`src/rtl/traceback_controller_pkg.sv`:
```
// Shared encodings for the Needleman-Wunsch traceback controller:
// direction symbols, alignment op codes and controller FSM states.
package traceback_controller_pkg;

  localparam logic [2:0] DIR_DIAG = 3'b001;
  localparam logic [2:0] DIR_UP   = 3'b010;
  localparam logic [2:0] DIR_LEFT = 3'b100;

  localparam logic [1:0] OP_DIAG = 2'b00;
  localparam logic [1:0] OP_GAPB = 2'b01;
  localparam logic [1:0] OP_GAPA = 2'b10;

  typedef enum logic [2:0] {IDLE, CHECK, WAIT, EMIT, DONE, ERR} state_t;

endpackage

```
`src/rtl/traceback_controller_dir_decode.sv`:
```
// Priority decode of a direction symbol into an alignment op.
// Ties resolve DIAG > UP > LEFT; an all-zero symbol is flagged invalid.
module traceback_controller_dir_decode
  import traceback_controller_pkg::*;
(
  input  logic [2:0] symbol,
  output logic [1:0] op,
  output logic       invalid
);

  always_comb begin
    op      = OP_DIAG;
    invalid = 1'b0;
    if (|(symbol & DIR_DIAG))      op = OP_DIAG;
    else if (|(symbol & DIR_UP))   op = OP_GAPB;
    else if (|(symbol & DIR_LEFT)) op = OP_GAPA;
    else                           invalid = 1'b1;
  end

endmodule

```
`src/rtl/traceback_controller.sv`:
```
// Traceback walker: reads direction symbols from (N,N) back to (0,0) and
// streams one alignment op per step on a valid/ready interface.
module traceback_controller
  import traceback_controller_pkg::*;
#(
  parameter int N       = 128,
  parameter int BitAddr = $clog2(N + 1),
  parameter int RD_LAT  = 2
) (
  input  logic             clk,
  input  logic             rst,
  input  logic             start,
  input  logic [2:0]       symbol_in,
  output logic [BitAddr:0] i_t,
  output logic [BitAddr:0] j_t,
  output logic             en_traceB,
  output logic             op_valid,
  input  logic             op_ready,
  output logic [1:0]       op,
  output logic [BitAddr:0] op_i,
  output logic [BitAddr:0] op_j,
  output logic             busy,
  output logic             done,
  output logic             err,
  output logic [BitAddr+1:0] op_count
);

  localparam int CW = $clog2(RD_LAT + 1);
  localparam logic [CW-1:0]      LAT     = CW'(RD_LAT);
  localparam logic [BitAddr:0]   IDX_N   = (BitAddr + 1)'(N);
  localparam logic [BitAddr:0]   IDX_ONE = (BitAddr + 1)'(1);
  localparam logic [BitAddr+1:0] CNT_ONE = (BitAddr + 2)'(1);

  state_t        state, state_n;
  logic [CW-1:0] wait_cnt;
  logic [1:0]    dec_op;
  logic          dec_invalid;
  logic          start_ok, fire, load_op, at_origin, on_edge, sample;

  traceback_controller_dir_decode u_dec (
    .symbol  (symbol_in),
    .op      (dec_op),
    .invalid (dec_invalid)
  );

  assign start_ok  = start && (state == IDLE || state == DONE || state == ERR);
  assign at_origin = (i_t == '0) && (j_t == '0);
  assign on_edge   = (i_t == '0) || (j_t == '0);
  assign sample    = (state == WAIT) && (wait_cnt == LAT);
  assign op_valid  = (state == EMIT);
  assign fire      = op_valid && op_ready;
  assign busy      = (state == CHECK) || (state == WAIT) || (state == EMIT);
  assign done      = (state == DONE);
  assign err       = (state == ERR);
  assign load_op   = (state != EMIT) && (state_n == EMIT);

  always_ff @(posedge clk or negedge rst) begin
    if (!rst) state <= IDLE;
    else      state <= state_n;
  end

  always_comb begin
    state_n   = state;
    en_traceB = 1'b0;
    case (state)
      IDLE, DONE, ERR: if (start_ok) state_n = CHECK;
      CHECK: begin
        if (at_origin)    state_n = DONE;
        else if (on_edge) state_n = EMIT;
        else begin
          en_traceB = 1'b1;
          state_n   = WAIT;
        end
      end
      WAIT:    if (sample) state_n = dec_invalid ? ERR : EMIT;
      EMIT:    if (op_ready) state_n = CHECK;
      default: state_n = IDLE;
    endcase
  end

  always_ff @(posedge clk or negedge rst) begin
    if (!rst) begin
      i_t      <= '0;
      j_t      <= '0;
      op_i     <= '0;
      op_j     <= '0;
      op       <= OP_DIAG;
      op_count <= '0;
      wait_cnt <= '0;
    end else begin
      if (start_ok) begin
        i_t      <= IDX_N;
        j_t      <= IDX_N;
        op_count <= '0;
      end
      // WAIT is entered with the count at 1 so the symbol is taken RD_LAT
      // cycles after the read enable.
      if (state == CHECK)     wait_cnt <= CW'(1);
      else if (state == WAIT) wait_cnt <= wait_cnt + CW'(1);
      if (load_op) begin
        op   <= (state == CHECK) ? ((i_t == '0) ? OP_GAPA : OP_GAPB) : dec_op;
        op_i <= i_t;
        op_j <= j_t;
      end
      if (fire) begin
        op_count <= op_count + CNT_ONE;
        case (op)
          OP_DIAG: begin
            i_t <= i_t - IDX_ONE;
            j_t <= j_t - IDX_ONE;
          end
          OP_GAPB: i_t <= i_t - IDX_ONE;
          default: j_t <= j_t - IDX_ONE;
        endcase
      end
    end
  end

endmodule

```
`config.mk`:
```
export PLATFORM = sky130hd
export DESIGN_NAME = traceback_controller
export DESIGN_NICKNAME = d
export VERILOG_FILES = /design/src/rtl/traceback_controller_pkg.sv /design/src/rtl/traceback_controller_dir_decode.sv /design/src/rtl/traceback_controller.sv
export SDC_FILE = /design/constraint.sdc
export NUM_CORES = 1
export LEC_CHECK = 0
export CAP_MARGIN = 15
export CELL_PAD_IN_SITES_DETAIL_PLACEMENT = 1
export CELL_PAD_IN_SITES_GLOBAL_PLACEMENT = 2
export CORE_ASPECT_RATIO = 0.7
export CORE_MARGIN = 10
export CORE_UTILIZATION = 35
export DETAILED_ROUTE_END_ITERATION = 6
export PLACE_DENSITY = 0.83
export SYNTH_ARGS = -nofsm -noshare
export SYNTH_HDL_FRONTEND = slang
export SYNTH_SLANG_ARGS = --single-unit
```
`constraint.sdc`:
```
create_clock -name clk -period 5.23 [get_ports clk]
set_input_delay 0.523 -clock clk [delete_from_list [all_inputs] [get_ports clk]]
set_output_delay 0.523 -clock clk [all_outputs]
set_load 0.005 [all_outputs]
```
# Word-level counts from Yosys, hierarchy flattened
# Cells that the tools add are included.
dict set report op_classes {
  n_mux 28
  n_eq_ne 9
  add_sub_neg 4
  reduce_logical 18
}
# cell count
set op_table {}
lappend op_table {{2-to-1 mux 9 bit} 6}
lappend op_table {{2-to-1 mux 10 bit} 2}
lappend op_table {{zero test 9 bit} 2}
lappend op_table {{subtractor 9 x 1 -> 9 bit, second input constant} 2}
lappend op_table {{2-to-1 mux 3 bit} 5}
lappend op_table {{2-to-1 mux 2 bit} 7}
lappend op_table {{case mux 3 bit (4 select lines)} 1}
lappend op_table {{adder 10 x 1 -> 10 bit, second input constant} 1}
lappend op_table {{== test 3 x 2 -> 1 bit, second input constant} 3}
lappend op_table {{2-to-1 mux 1 bit} 7}
lappend op_table {{== test 3 bit, second input constant} 2}
lappend op_table {{logical AND 1 bit} 5}
lappend op_table {{logical OR 1 bit} 5}
lappend op_table {{nonzero test 2 bit} 2}
lappend op_table {{== test 3 x 1 -> 1 bit, second input constant} 1}
lappend op_table {{zero test 3 bit} 1}
lappend op_table {{!= test 3 x 2 -> 1 bit, second input constant} 1}
lappend op_table {{OR reduction 3 bit} 1}
lappend op_table {{adder 2 x 1 -> 2 bit, second input constant} 1}
lappend op_table {{== test 2 x 1 -> 1 bit, second input constant} 1}
lappend op_table {{== test 2 bit, second input constant} 1}
lappend op_table {{zero test 2 bit} 1}
lappend op_table {{OR reduction 2 bit} 1}
dict set report totals {
  regBits 53
}

# Logic depth before layout (Yosys ltp)
# Gate-level depths: netlist of the first run.
dict set report depth {
  ltp_word 8
  ltp_mapped 9
  depth_no_buf 8
}

# Modules after synthesis
# From an unflattened synthesis of the first run, not the netlist that was laid out.
dict set report unflattened {
  hier_cells 243
  area_unflattened_um2 2668.8
}
# module cells_per_inst instances area_per_inst_um2
set by_module_without_submodules {}
lappend by_module_without_submodules {traceback_controller 240 1 2637.5}
lappend by_module_without_submodules {traceback_controller_dir_decode 3 1 31.3}

# Worst setup path after synthesis of the first run
# No wires, ideal clock.
dict set report synth_timing {
  path_type {register to register}
  startpoint {register i_t[2]}
  endpoint {register op[0]}
  path_buffers 1
  setup_ps 125
  required_ps 5105
  path_slack_ps 2816
  arrival_ps 2289
  path_stages_with_launch 8
  cell_sequence {dfrtp_1 > nor4_1 > nand4b_1 > ha_1 > nor2_1 > a2111o_1 > buf_6 > mux2_4}
}
dict set report synth_via {
  elab_chain_len 7
}
# element line
set synth_rtl {}
lappend synth_rtl {{start: declaration} traceback_controller.sv:14} ;# output logic [BitAddr:0] i_t,
lappend synth_rtl {{start signal: assignment} traceback_controller.sv:109} ;# i_t <= i_t - IDX_ONE;
lappend synth_rtl {{start signal: assignment} traceback_controller.sv:112} ;# OP_GAPB: i_t <= i_t - IDX_ONE;
lappend synth_rtl {{zero test 9 bit (*)} {traceback_controller.sv:47, traceback_controller.sv:48, traceback_controller.sv:101}}
lappend synth_rtl {{logical OR 1 bit} traceback_controller.sv:48} ;# assign on_edge = (i_t == '0) || (j_t == '0);
lappend synth_rtl {{2-to-1 mux 1 bit} traceback_controller.sv:69} ;# else if (on_edge) state_n = EMIT;
lappend synth_rtl {{2-to-1 mux 3 bit} traceback_controller.sv:68} ;# if (at_origin) state_n = DONE;
lappend synth_rtl {{case mux 3 bit (4 select lines)} traceback_controller.sv:65} ;# case (state)
lappend synth_rtl {{== test 3 x 2 -> 1 bit} traceback_controller.sv:55} ;# assign load_op = (state != EMIT) && (state_n == EMIT);
lappend synth_rtl {{logical AND 1 bit} traceback_controller.sv:55}
lappend synth_rtl {{end signal: assignment} traceback_controller.sv:101} ;# op <= (state == CHECK) ? ((i_t == '0) ? OP_GAPA : OP_GAPB) : dec_op;
lappend synth_rtl {{end: declaration} traceback_controller.sv:19} ;# output logic [1:0] op,
# Every way passes the cells marked *; elsewhere a longest branch is shown, timed or not.
# A chain may end at the register's enable or synchronous reset.

# Final worst setup path of the first run
dict set report layout_timing {
  startpoint {register i_t[2]}
  endpoint {output port en_traceB}
}
dict set report layout_via {
  elab_chain_len 5
}
# element line
set layout_rtl {}
lappend layout_rtl {{zero test 9 bit (*)} {traceback_controller.sv:47, traceback_controller.sv:48}}
lappend layout_rtl {{logical OR 1 bit} traceback_controller.sv:48}
lappend layout_rtl {{2-to-1 mux 1 bit} traceback_controller.sv:69}
lappend layout_rtl {{2-to-1 mux 1 bit (*)} traceback_controller.sv:68}
lappend layout_rtl {{2-to-1 mux 1 bit (*)} traceback_controller.sv:65}
lappend layout_rtl {{end: declaration} traceback_controller.sv:16} ;# output logic en_traceB,
# Marked as above.

==> results.json, run 1 <==
{
  "syn-cell-area_sq_um": 2710,
  "slew_viol_final": 0,
  "synthCells": 241,
  "post-cts-setup-buffers": 0,
  "syn_nets": 256,
  "cts_root_buffer": "clkbuf_8",
  "critPathKind": "reg -> out",
  "cts_sinks": 53,
  "synth-main-ff-cell": "dfrtp_1",
  "finClkSkew_ns": 0.00660,
  "hp-class": "in -> async",
  "status": "complete, no violations",
  "area_delta_synth_final_pct": 26.8,
  "drtIter0Drc": 100,
  "grt_pass1_vias": 2157,
  "fmax_mhz": 348,
  "critPathArrivalTime_ns": 2.35,
  "start_util_pct": 36.5,
  "fin_ws_ns": 2.35,
  "r2r_start": "i_t[2]",
  "vias": 2065,
  "dieArea_sq_um": 11700,
  "grt_use_total_pct": 12.0,
  "port_buffers": 59,
  "antenna_cells": 0,
  "slew-limit-headroom_pct": 46.5,
  "drt_first_pass_iters": 4,
  "start_kind": "flip-flop",
  "power.density_nw_per_um2": 560,
  "dp_slack_ns": 2.47,
  "overflow": 0,
  "cp-endpoint": "en_traceB",
  "antenna_found_initial": 0,
  "rows": 26,
  "ys_warn_count": 0,
  "clkTransAtPathRegs_ns": 0.09,
  "cp_max_fo": 7,
  "via_per_inst": 5.24,
  "grt_pass1_wl_um": 11700,
  "totalWireLength_um": 6980,
  "rr_worst_depth": 7,
  "fin_nets": 312,
  "startpoint": "i_t[2]",
  "hold_viol": 0,
  "crit_chain": "nor4_1, nand4b_1, ha_1, inv_1, nor2_1, clkdlybuf4s50_1",
  "critPathRequiredTime_ns": 4.71,
  "crit_path_top_delay_cell": "nor4_1",
  "cts_resized": 0,
  "die_x_um": 125,
  "grt_max_degree": 54,
  "gp_congestion": 0.779,
  "fin_area_sq_um": 3430,
  "finalSetupTns_ns": 0,
  "htreeDepth": 2,
  "clk_latency_ns": 0.30,
  "power.static_leakage_nw": 1.56,
  "boundaryPins": 60,
  "ff2ff_setup_slack_ns": 2.47,
  "hpwl_um": 5020,
  "placed_area_sq_um": 3360,
  "drcViolationCount": 0,
  "fin_crit_sh_pct": 55.0,
  "yosys.area.top_type": "dfrtp_1",
  "end_kind": "primary output",
  "hold_buffers": 0,
  "maxCapViolCount": 0,
  "crit_cells": 6,
  "rsz0062_at_grt": "false",
  "ys_seq_elements": 53,
  "ant_nets": 0,
  "worstReg2RegEnd": "op_j[2]",
  "synth.distinct_cells": 46,
  "ir_drop_uv": 198,
  "max_stage_delay_ns": 0.54,
  "syn_avg_cell_area_sq_um": 11.2,
  "yosysTopAreaCellShare_pct": 49.0,
  "drt-wirelength-per-cell_um": 17.7,
  "synth_edf_count": 0,
  "worstMarginPinSlew_ns": 0.801,
  "cts_tree": "done",
  "cpLargestDelayFamily": "simple AND/OR/NAND/NOR gates",
  "core_sq_um": 7420,
  "cts_buffers": 5,
  "critPathBufInv": 2,
  "yosysSeqAreaShare_pct": 49.0,
  "die_h_um": 93.6,
  "drive_above_1_share_pct": 11.5,
  "setup_viol": 0,
  "min_period_ns": 2.88,
  "synthArstFlopShare_pct": 100,
  "synth.area.top_cells": "dfrtp_1, mux2_4, mux2i_1",
  "cts_buffer_depth": 2
}
==> area by class of cell <==
cell class	count	area [sq um]
clock inverter	1	5.00
sequential	53	1330
multi-input combinational	164	1260
timing repair buffer	61	601
inverter	12	45.0
clock buffer	5	68.8
fill	826	3990
tap	98	123
==> cells in the final DEF, fill, tap and decap left out, types with 5 or more instances in the layout <==
cell	instances
clkbuf_8	5
clkdlybuf4s50_1	58
dfrtp_1	53
ha_1	8
inv_1	12
mux2_4	20
mux2i_1	11
nand2_1	20
nand3_1	9
nor2_1	15
o21ai_0	13
==> flip-flops by register name, indices dropped and copies added (netlist names) <==
| name | cells |
|---|---|
| op_count | 10 |
| wait_cnt | 2 |
| op | 2 |
| i_t | 9 |
| j_t | 9 |
| state | 3 |
| op_j | 9 |
| op_i | 9 |
==> worst min-delay path by stage <==
stage / from / to / slack [ns] / cells after the start
3_3_place_gp: op_count[9] / op_count[9] / 0.47 / 1
2_1_floorplan: rst / i_t[0] / 0.23 / 0
6_report: rst / state[2] / 0.32 / 2
3_5_place_dp: op_count[9] / op_count[9] / 0.47 / 1
5_1_grt: rst / state[1] / 0.39 / 2
4_1_cts: rst / op_i[8] / 0.37 / 2
==> per-layer routing <==
metal  global-route usage, %  wire length (um)  up-vias
met5                       0                 0        -
met4                    1.72                29        0
met3                    4.57               465        5
met2                    17.9              2970       42
met1                    16.4              3520     1029
li1                        -                 -      989
==> per-stage QoR <==
step                      power, mW  hold WS [ns]  utilization (%)  instances
after CTS                      1.96         0.372             46.3        394
final                          1.92         0.323             46.3        394
after floorplan                1.30         0.227                -        241
after global placement         1.70         0.473             45.3        388
after detailed placement       1.73         0.469             45.3        388
after global routing           2.09         0.387             46.3        394
==> kinds of logic (layout without fill, tap and decap cells) <==
family,count (synthesis),count (layout),synth area share (%)
AOI/OAI and AO/OA,44,44,11.1
xor gates and xnor gates,1,1,0.324
adders and majority gates,8,8,3.70
buffers and inverters,24,79,4.30
DFF,53,53,49.0
muxes,31,31,15.2
and+or+nand+nor,80,80,16.4
==> cell usage after synthesis (2+ instances only) <==
master	number
mux2_4	20
o22a_1	2
inv_1	12
nor2_1	15
buf_2	3
dfrtp_1	53
nand2_1	20
o21ai_0	13
mux2i_1	11
or4_1	3
nand4_1	4
buf_6	3
a21oi_1	4
nor4_1	4
clkbuf_1	6
o41ai_1	4
o311ai_0	4
nand4b_1	2
nand3_1	9
nand2b_1	3
o211ai_1	3
nor2b_1	3
o31ai_1	3
o22ai_1	2
ha_1	8
a211oi_1	3
a31oi_1	2
nand3b_1	4
==> report_power, final <==
group	leakage (nW)	switching [mW]	internal [mW]
clock	0.0399	0.129	0.0886
sequential	0.686	0.204	0.553
combinational	0.831	0.388	0.559
Power figures use the tool's default switching activity.
==> run 2: changes to the inputs <==
- CORE_UTILIZATION: 35 -> 32
- PLACE_DENSITY: 0.83 -> 0.77
- clock period: 5.23 -> 2.7 ns (I/O delays scaled with it)
==> results.json, run 2 (same netlist as run 1, synthesis figures left out) <==
{
  "status": "finished, violations left",
  "violations": "hold timing",
  "power.density_nw_per_um2": 1150,
  "critPathMostFrequentCell": "buf_4",
  "clkTransAtPathRegs_ns": 0.07,
  "cts_sinks": 53,
  "drt-wirelength-per-cell_um": 17.9,
  "setup_viol": 0,
  "post-cts-setup-buffers": 0,
  "max_stage_delay_ns": 0.38,
  "grt_pass1_wl_um": 12300,
  "cts_tree": "done",
  "drive_above_1_share_pct": 16.0,
  "boundaryPins": 60,
  "hp-class": "in -> async",
  "placed_area_sq_um": 3490,
  "hold_viol": 3,
  "drtIter0Drc": 77,
  "via_per_inst": 5.17,
  "swShare_pct": 35.1,
  "finalSetupTns_ns": 0,
  "cts_resized": 0,
  "gp_congestion": 0.730,
  "grt_max_degree": 29,
  "fin_nets": 327,
  "drcViolationCount": 0,
  "critPathRequiredTime_ns": 2.88,
  "antenna_cells": 0,
  "antenna_found_initial": 0,
  "start_util_pct": 33.6,
  "hold_slack_ns": -0.00189,
  "fin_area_sq_um": 3660,
  "grt_use_total_pct": 12.1,
  "fmax_mhz": 400,
  "die_h_um": 96.9,
  "overflow": 0,
  "clk_latency_ns": 0.29,
  "totalWireLength_um": 7410,
  "dieArea_sq_um": 12600,
  "cts_root_buffer": "clkbuf_16",
  "fin_crit_sh_pct": 92.7,
  "drt_first_pass_iters": 4,
  "critPathKind": "reg -> reg",
  "cts_buffer_depth": 2,
  "vias": 2142,
  "cts_buffers": 5,
  "largest-register": "op_count",
  "crit_chain": "nor4_1, buf_4, nand4b_1, ha_1, nor2_1, a2111o_1, buf_4, mux2_4",
  "rsz0062_at_grt": "false",
  "layout_common_cells": "clkdlybuf4s50_1, dfrtp_1, nand2_1, mux2_4, buf_4",
  "end_kind": "flip-flop",
  "critPathArrivalTime_ns": 2.68,
  "p_total_mw": 4.21,
  "cp_max_fo": 20,
  "die_x_um": 130,
  "hold_buffers": 0,
  "postLayoutCoreUtil_pct": 45.5,
  "largest_reg_flops": 10,
  "crit_path_top_delay_cell": "dfrtp_1",
  "slew-limit-headroom_pct": 55.5,
  "rows": 27,
  "ir_drop_uv": 413,
  "min_period_ns": 2.50,
  "core_sq_um": 8040,
  "finClkSkew_ns": 0.00318,
  "pwr-share-clk_pct": 18.0,
  "port_buffers": 59,
  "htreeDepth": 2,
  "maxCapViolCount": 0,
  "p_switching_mw": 1.48,
  "start_kind": "flip-flop",
  "area_delta_synth_final_pct": 35.2,
  "ant_nets": 0,
  "p_int_mw": 2.73,
  "seqPwrFrac_pct": 32.8,
  "pwr-share-comb_pct": 49.3,
  "grt_pass1_vias": 2295,
  "final_common_cell": "clkdlybuf4s50_1",
  "hpwl_um": 5430,
  "power.static_leakage_nw": 1.68,
  "slew_viol_final": 0,
  "worstMarginPinSlew_ns": 0.666
}
-- run 2: changes by cell type in the layout (fill, tap and decap cells not counted) --
| cell | delta |
|---|---|
| clkbuf_16 | +5 |
| clkbuf_1 | +1 |
| clkbuf_8 | -4 |
| bufinv_16 | +1 |
| buf_12 | +1 |
| clkinv_2 | -1 |
| buf_4 | +14 |
-- run 2: critical path: cells and delay by family (launching register included) --
family | cells | cell delay, ns
AO/OA/AOI/OAI | 1 | 0.37
adder cells (fa/ha/maj) | 1 | 0.34
buffers and inverters | 2 | 0.45
flip-flops | 1 | 0.38
multiplexers | 1 | 0.34
AND/OR/NAND/NOR | 3 | 0.51
-- run 2: metal layers --
metal | wire (um) | GRT usage [%] | up-vias
li1 | - | - | 1026
met1 | 3650 | 16.2 | 1059
met4 | 104 | 3.85 | 0
met2 | 3120 | 17.4 | 45
met3 | 527 | 4.57 | 12
met5 | 0 | 0 | -
-- run 2: per-stage QoR --
step           instances  hold slack (ns)  setup WS (ns)
2_1_floorplan        241          -0.0256          0.286
3_3_place_gp         406            0.324          0.285
3_5_place_dp         406            0.320          0.249
4_1_cts              414           0.0139          0.176
5_1_grt              414           0.0375         0.0272
6_report             414         -0.00189          0.198
-- run 2: layout make-up --
cell class              count  area, sq um
clock buffers               7          143
clock inverters             1         30.0
fillers                   882         4380
inverters                  12         45.0
multi-input cells         164         1260
flip-flops and latches     53         1330
well taps                 101          126
repair buffers             76          726
-- run 2: power by group through the flow --
stage / clock network (mW) / registers, mW / logic [mW]
6_report: 0.757 / 1.38 / 2.08
5_1_grt: 0.808 / 1.44 / 2.29
4_1_cts: 0.767 / 1.39 / 2.12
3_5_place_dp: 0 / 1.40 / 2.10
3_3_place_gp: 0 / 1.39 / 2.04
2_1_floorplan: 0 / 1.35 / 1.18
-- run 2: path summary, 6_finish.rpt --
path                        startpoint  depth (start not counted)           to  slack (ns)
hold reg to reg            op_count[9]                          1  op_count[9]        0.49
min in group clk           op_count[9]                          1  op_count[9]        0.49
hold / removal                     rst                          1       i_t[6]      -0.002
setup / recovery                i_t[2]                          8      op_i[2]        0.20
setup reg to reg                i_t[2]                          8      op_i[2]        0.20
max in group asynchronous          rst                          2       j_t[2]        2.13
==> run 3: changes to the inputs <==
- CTS_CLUSTER_DIAMETER: default -> 150
==> results of run 3 <==
No change in the layout: final DEF, timing and power equal those of run 2.
